===== src/rtl/pc_sequencer_pkg.sv =====
// Shared types and constants for the program-counter sequencer.
package pc_pkg;

  localparam int unsigned PC_XLEN_DEFAULT = 32'd32;
  localparam int unsigned PC_INCR         = 32'd4;

  typedef enum logic [1:0] {
    PC_BOOT = 2'd0,
    PC_RUN  = 2'd1,
    PC_HALT = 2'd2
  } pc_state_t;

endpackage


===== src/rtl/pc_sequencer_next_sel.sv =====
// Fixed-priority next-PC mux: trap, then redirect, then sequential increment.
module pc_next_sel
  import pc_pkg::*;
#(
  parameter int unsigned XLEN = PC_XLEN_DEFAULT
) (
  input  logic [XLEN-1:0] pc_i,
  input  logic            req_en_i,
  input  logic            incr_en_i,
  input  logic            trap_valid_i,
  input  logic [XLEN-1:0] trap_vector_i,
  input  logic            redirect_valid_i,
  input  logic [XLEN-1:0] redirect_target_i,
  output logic [XLEN-1:0] pc_next_o,
  output logic            misaligned_o,
  output logic            incr_o
);

  // Low address bits are forced to zero on load; only redirects report them.
  always_comb begin
    pc_next_o    = pc_i;
    misaligned_o = 1'b0;
    incr_o       = 1'b0;
    if (req_en_i && trap_valid_i) begin
      pc_next_o = {trap_vector_i[XLEN-1:2], 2'b00};
    end else if (req_en_i && redirect_valid_i) begin
      pc_next_o    = {redirect_target_i[XLEN-1:2], 2'b00};
      misaligned_o = |redirect_target_i[1:0];
    end else if (incr_en_i) begin
      pc_next_o = pc_i + XLEN'(PC_INCR);
      incr_o    = 1'b1;
    end else begin
      pc_next_o = pc_i;
    end
  end

endmodule


===== src/rtl/pc_sequencer.sv =====
// Fetch PC sequencer with BOOT/RUN/HALT control and prioritised redirects.
// Optional fetch counter is built when PC_FETCH_COUNTER_EN is defined.
module pc_sequencer
  import pc_pkg::*;
#(
  parameter int unsigned     XLEN         = PC_XLEN_DEFAULT,
  parameter logic [XLEN-1:0] RESET_VECTOR = '0,
  parameter int unsigned     CNT_WIDTH    = 32'd32
) (
  input  logic                 clk,
  input  logic                 rst,
  input  logic                 fetch_ready,
  input  logic                 stall,
  input  logic                 redirect_valid,
  input  logic [XLEN-1:0]      redirect_target,
  input  logic                 trap_valid,
  input  logic [XLEN-1:0]      trap_vector,
  input  logic                 halt_req,
  input  logic                 resume,
  output logic [XLEN-1:0]      pc,
  output logic [XLEN-1:0]      pcplus4,
  output logic                 pc_valid,
  output logic                 halted,
`ifdef PC_FETCH_COUNTER_EN
  output logic [CNT_WIDTH-1:0] fetch_count,
`endif
  output logic                 misaligned
);

  pc_state_t       state_q, state_d;
  logic [XLEN-1:0] pc_q, pc_d;
  logic            pc_valid_q, pc_valid_d;
  logic            halted_q, halted_d;
  logic            misaligned_q, misaligned_d;
  logic            req_en_s, incr_en_s, incr_s;

  // Requests are ignored during the BOOT bubble; a pending halt blocks increment.
  assign req_en_s  = (state_q != PC_BOOT);
  assign incr_en_s = (state_q == PC_RUN) & pc_valid_q & fetch_ready & ~stall & ~halt_req;

  pc_next_sel #(.XLEN(XLEN)) u_next_sel (
    .pc_i              (pc_q),
    .req_en_i          (req_en_s),
    .incr_en_i         (incr_en_s),
    .trap_valid_i      (trap_valid),
    .trap_vector_i     (trap_vector),
    .redirect_valid_i  (redirect_valid),
    .redirect_target_i (redirect_target),
    .pc_next_o         (pc_d),
    .misaligned_o      (misaligned_d),
    .incr_o            (incr_s)
  );

  // Control FSM next state; valid/halted flags follow the destination state.
  always_comb begin
    state_d = state_q;
    case (state_q)
      PC_BOOT: state_d = PC_RUN;
      PC_RUN: begin
        if (halt_req) state_d = PC_HALT;
        else          state_d = PC_RUN;
      end
      PC_HALT: begin
        if (resume && !halt_req) state_d = PC_RUN;
        else                     state_d = PC_HALT;
      end
      default: state_d = PC_BOOT;
    endcase
    pc_valid_d = (state_d == PC_RUN);
    halted_d   = (state_d == PC_HALT);
  end

  // State and output registers.
  always_ff @(posedge clk or posedge rst) begin
    if (rst) begin
      state_q      <= PC_BOOT;
      pc_q         <= RESET_VECTOR;
      pc_valid_q   <= 1'b0;
      halted_q     <= 1'b0;
      misaligned_q <= 1'b0;
    end else begin
      state_q      <= state_d;
      pc_q         <= pc_d;
      pc_valid_q   <= pc_valid_d;
      halted_q     <= halted_d;
      misaligned_q <= misaligned_d;
    end
  end

  assign pc         = pc_q;
  assign pcplus4    = pc_q + XLEN'(PC_INCR);
  assign pc_valid   = pc_valid_q;
  assign halted     = halted_q;
  assign misaligned = misaligned_q;

`ifdef PC_FETCH_COUNTER_EN
  logic [CNT_WIDTH-1:0] fetch_count_q;

  // Counts only accepted fetches that advanced the PC sequentially.
  always_ff @(posedge clk or posedge rst) begin
    if (rst) begin
      fetch_count_q <= '0;
    end else if (incr_s) begin
      fetch_count_q <= fetch_count_q + CNT_WIDTH'(1);
    end else begin
      fetch_count_q <= fetch_count_q;
    end
  end

  assign fetch_count = fetch_count_q;
`else
  logic unused_incr_s;
  assign unused_incr_s = incr_s;
`endif

endmodule


===== config.mk =====
export PLATFORM = sky130hd
export DESIGN_NAME = pc_sequencer
export DESIGN_NICKNAME = d
export VERILOG_FILES = /design/src/rtl/pc_sequencer_pkg.sv /design/src/rtl/pc_sequencer_next_sel.sv /design/src/rtl/pc_sequencer.sv
export SDC_FILE = /design/constraint.sdc
export NUM_CORES = 1
export LEC_CHECK = 0
export ABC_CLOCK_PERIOD_IN_PS = 2170
export CORE_MARGIN = 5
export CORE_UTILIZATION = 40
export CTS_CLUSTER_DIAMETER = 200
export CTS_CLUSTER_SIZE = 20
export DETAILED_ROUTE_END_ITERATION = 12
export GPL_ROUTABILITY_DRIVEN = 0
export PLACE_DENSITY = 0.82
export SETUP_SLACK_MARGIN = 0.05
export SLEW_MARGIN = 15
export SYNTH_ARGS = -nofsm -noshare
export SYNTH_HDL_FRONTEND = slang
export SYNTH_SLANG_ARGS = --single-unit

===== constraint.sdc =====
create_clock -name clk -period 2.17 [get_ports clk]
set_input_delay 0.434 -clock clk [delete_from_list [all_inputs] [get_ports clk]]
set_output_delay 0.434 -clock clk [all_outputs]
set_load 0.05 [all_outputs]

# == Yosys cells after proc, flatten, opt, wreduce, memory -nomap -nowiden ==
# Index checks and enable logic that the tools add are counted.
# totals
register_bits,37
in_bits,72
# classes
addsub,1
n_eq_ne,4
muxes,8
bitwise,6
reduce_logical,8
# op_table
cell,n
32-bit 2-to-1 mux,3
32-bit by 3-bit adder with 32-bit output (second input constant),1
2-bit one-hot mux with 3 select lines,1
1-bit AND,4
2-bit by 1-bit == test with 1-bit output (second input constant),2
2-bit == test (second input constant),2
2-bit 2-to-1 mux,2
1-bit logical AND,3
3-bit nonzero test,1
2-bit logical NOT,1
1-bit 2-to-1 mux,2
1-bit NOT,2
2-bit nonzero test,1
2-bit OR reduction,1
1-bit logical NOT,1

# == Longest topological paths before layout ==
# logic_depth
depth_word,8
depth_mapped,7

# == By module ==
# From an unflattened synthesis, not the netlist that was laid out.
# unflattened
hier_cells,324
hier_area_um2,2730.1
# modules_own_cells
module,n_inst,cells_per_inst,area_each_um2,seq_area_each_um2
pc_sequencer,1,132,1579.0,925.9
pc_next_sel,1,192,1151.1,0.0

# == Worst setup path before layout ==
# Ideal clock, no wire load.
# synth_timing
kind,flip-flop to output port
from,register pc_q[4] (netlist: pc[4])
to,output pcplus4[28]
arrival_ns,2.595
slack_ns,-0.859
stages_incl_launch_ff,6
n_path_buf,1
cell_sequence,dfrtp_1 -> and4_1 -> buf_4 -> nand4_2 -> nor4_1 -> xor2_1
# synth_between
elab_chain_len,1
# synth_rtl
element,line,text
from (decl),pc_sequencer.sv:31,"logic [XLEN-1:0] pc_q, pc_d;"
from (signal assigned),pc_sequencer.sv:83,pc_q <= pc_d;
32-bit by 3-bit adder with 32-bit output,pc_sequencer.sv:91,assign pcplus4 = pc_q + XLEN'(PC_INCR);
to (decl),pc_sequencer.sv:21,"output logic [XLEN-1:0] pcplus4,"
# Every way passes these cells.

# == Worst setup path after layout ==
# layout_timing
from,register pc_q[10] (netlist: pc[10])
to,output pcplus4[19]
# The elaborated chain is that of the path after synthesis.

==> flow_summary.yaml <==
floorplan:
  rows: 29
  core_um2: 6350
  die_h_um: 90.6
  initial_core_util_pct: 41.0
  dieArea_um2: 8220
  ioPinCount: 139
  fp.dieW_um: 90.6
clock_network:
  clockRootBuffer: "clkbuf_8"
  h-tree-depth: 2
  clock_latency_ns: 0.30
  clock_sinks: 35
  cts_tree: "built"
  clockBufferDepth: 2
  clkTransAtPathRegs_ns: 0.08
  cts_buffers: 5
  cts_hold_buf: 0
outcome:
  failed_checks: "setup timing"
  status: "complete, but fails checks"
synth:
  ys.flop_type: "dfrtp_1"
  ys_async_sr_fraction_pct: 100
  synth.distinct_cells: 45
  yosysSeqAreaShare_pct: 33.7
  synth_edf_count: 0
  netlist_instances: 318
  avgSynthCellArea_um2: 8.18
  yosys_warnings: 0
  synth_seq_cells: 35
  syn-cell-area_um2: 2600
worst_setup_path:
  crit_type: "register to output port"
  cp_data_arrival_time_ns: 1.98
  start_kind: "register"
  worstPathRequired_ns: 1.74
  critPathCaptureType: "output port"
  crit_fanout: 5
global_route:
  antenna_found_initial: 0
  grt_pass1_wl_um: 20100
  grt_start_max_net_pins: 36
  grt_pass1_vias: 3800
  grt-ovfl-total: 0
  grt_usage_pct: 30.2
placement:
  hpwlAfterDp_um: 8410
  placed_area_um2: 5110
  detailedPlace.worstSlack_ns: -0.139
  port_buffers: 132
power_and_ir_drop:
  power.leakage_nw: 2.44
  p_int_w: 0.00451
  switching_share_pct: 53.2
  p_sw_w: 0.00512
  seqPwrFrac_pct: 14.6
  combPwrFrac_pct: 79.7
  ir_worst_vdd_mv: 1.47
  pwr-share-clk_pct: 5.8
  powerDensity_nw_per_um2: 1690
final_layout:
  synthToLayoutAreaGrowth_pct: 119
  finalCoreUtilization_pct: 89.7
  design_area_um2: 5690
  drive_gt1_share_pct: 43.0
  antenna_cells: 0
  finalNetCount: 605
timing:
  fin_tns_setup_ns: -3.49
  period_needed_ns: 2.41
  finalHoldViolCount: 0
  fin_crit_sh_pct: 111
  clock_skew_ns: 0.0113
  relSlewSlack_pct: 61.1
  fmax_ghz: 0.415
  slew_violations: 0
  rsz0062_at_grt: "true"
  setup_ws_ns: -0.242
  max_slew.worst_pin.slew_ns: 0.581
  finalSetupViolations: 21
detailed_routing:
  ant_nets: 0
  post_drt_wl_per_cell_um: 22.1
  viasPerCell: 6.05
  drt-initial-drc-count: 337
  drc_errors: 0
  first_pass_iters: 5
  route.vias.total: 3689
  drt-total-wl_um: 13500
run:
  drv_cap: 0
min_path:
  min_path_type: "primary input to async pin"
==> Yosys cell counts, drive strengths merged, types with 2 or more instances <==
master / n / area (µm²)
a211oi: 2 / 15.0
and4: 6 / 52.6
a22oi: 11 / 82.6
a2bb2oi: 6 / 52.6
and3: 5 / 31.3
clkbuf: 15 / 56.3
mux2: 2 / 22.5
nor3: 2 / 10.0
o21a: 2 / 15.0
nand2: 25 / 93.8
nand4: 10 / 68.8
a31oi: 8 / 50.1
a21oi: 16 / 80.1
o21ai: 27 / 135
xnor2: 22 / 193
nand3: 15 / 87.6
and2: 12 / 75.1
o22ai: 4 / 25.0
xor2: 9 / 78.8
a31o: 4 / 35.0
mux2i: 5 / 50.1
or3: 4 / 25.0
nor4: 5 / 31.3
o211ai: 5 / 37.5
buf: 7 / 53.8
nor2b: 2 / 12.5
inv: 10 / 37.5
dfrtp: 35 / 876
o31ai: 3 / 22.5
nor2: 28 / 105
or4: 2 / 15.0
==> through the flow <==
| step | total power [W] | hold WS, ns | std cells |
|---|---|---|---|
| after floorplan | 0.00541 | 0.533 | 321 |
| after global placement | 0.00830 | 0.591 | 566 |
| after detailed placement | 0.00846 | 0.614 | 566 |
| after CTS | 0.00929 | 0.570 | 597 |
| after global routing | 0.00998 | 0.610 | 610 |
| final | 0.00963 | 0.553 | 610 |
==> kinds of logic (layout without fill, tap and decap cells) <==
logic type / Yosys count / after routing / synth area share, %
and+or+nand+nor: 118 / 118 / 24.0
adders and majority gates: 1 / 1 / 0.481
buffers and inverters: 32 / 244 / 5.68
xor gates and xnor gates: 31 / 31 / 10.4
AOI/OAI and AO/OA: 93 / 93 / 22.8
other: 1 / 4 / 0.144
DFF: 35 / 35 / 33.7
muxes: 7 / 7 / 2.79
==> metal layers <==
layer  track usage, %  wire (µm)  vias up
li1                 -          -     1579
met1             34.9       4760     1777
met2             51.5       6760      271
met3             8.33       1300       62
met4             14.0        674        0
met5                0          0        -
==> registers in the layout, indices dropped and copies added (netlist names) <==
register and flops:
pc_valid 1, pc 30, misaligned 1, state_q 2, halted 1
==> power groups by stage <==
stage / logic (W) / registers [W] / clock network (W)
2_1_floorplan: 0.00285 / 0.00256 / 0
3_3_place_gp: 0.00699 / 0.00131 / 0
3_5_place_dp: 0.00712 / 0.00134 / 0
4_1_cts: 0.00739 / 0.00136 / 0.000539
5_1_grt: 0.00797 / 0.00143 / 0.000581
6_report: 0.00768 / 0.00140 / 0.000555
==> path summary, 6_finish.rpt <==
path | slack, ns | endpoint | start | cells past startpoint
worst max-delay path | -0.24 | pcplus4[19] | pc[10] | 7
worst min-delay path | 0.55 | pc[17] | rst | 3
worst max register to register | 0.09 | pc[17] | state_q[0] | 5
worst min register to register | 0.63 | pc_valid | state_q[0] | 1
max in group asynchronous | 1.25 | pc[25] | rst | 3
min in group clk | 0.63 | pc_valid | state_q[0] | 1
==> area by class of cell <==
class	count	area (µm²)
Timing Repair Buffer	226	2360
Multi-Input combinational cell	254	2190
Sequential cell	35	907
Fill cell	246	656
Clock buffer	8	100
Tap cell	77	96.3
Inverter	10	40.0
==> layout by cell type (no fill, tap or decap), drive strengths merged, types with 5 or more instances in the layout <==
cell type,instances
a2bb2oi,6
inv,10
clkdlybuf4s50,91
xnor2,22
nand4,10
nor2,28
a31oi,8
o211ai,5
nand3,15
clkbuf,8
buf,125
a21oi,16
and2,12
dlymetal6s2s,6
nor4,5
a22oi,11
and3,5
o21ai,27
nand2,25
dfrtp,35
and4,6
mux2i,5
xor2,9
==> worst max-delay path, cell delays in order, from the launching register on <==
cell and delay (ns):
dfrtp_2 0.37, and4_4 0.26, and4_4 0.25, buf_12 0.11, buf_4 0.15, and3_4 0.23
xnor2_4 0.13, buf_12 0.16
==> repair_timing <==
item / 4_1_cts / 5_1_grt
pin swaps: 25 / 14
setup buffers: 24 / 13
setup endpoints to repair: 25 / 34
resized for setup: 42 / 18
endpoints found under the hold margin: 0 / 0
(Power assumes the default switching activity.)
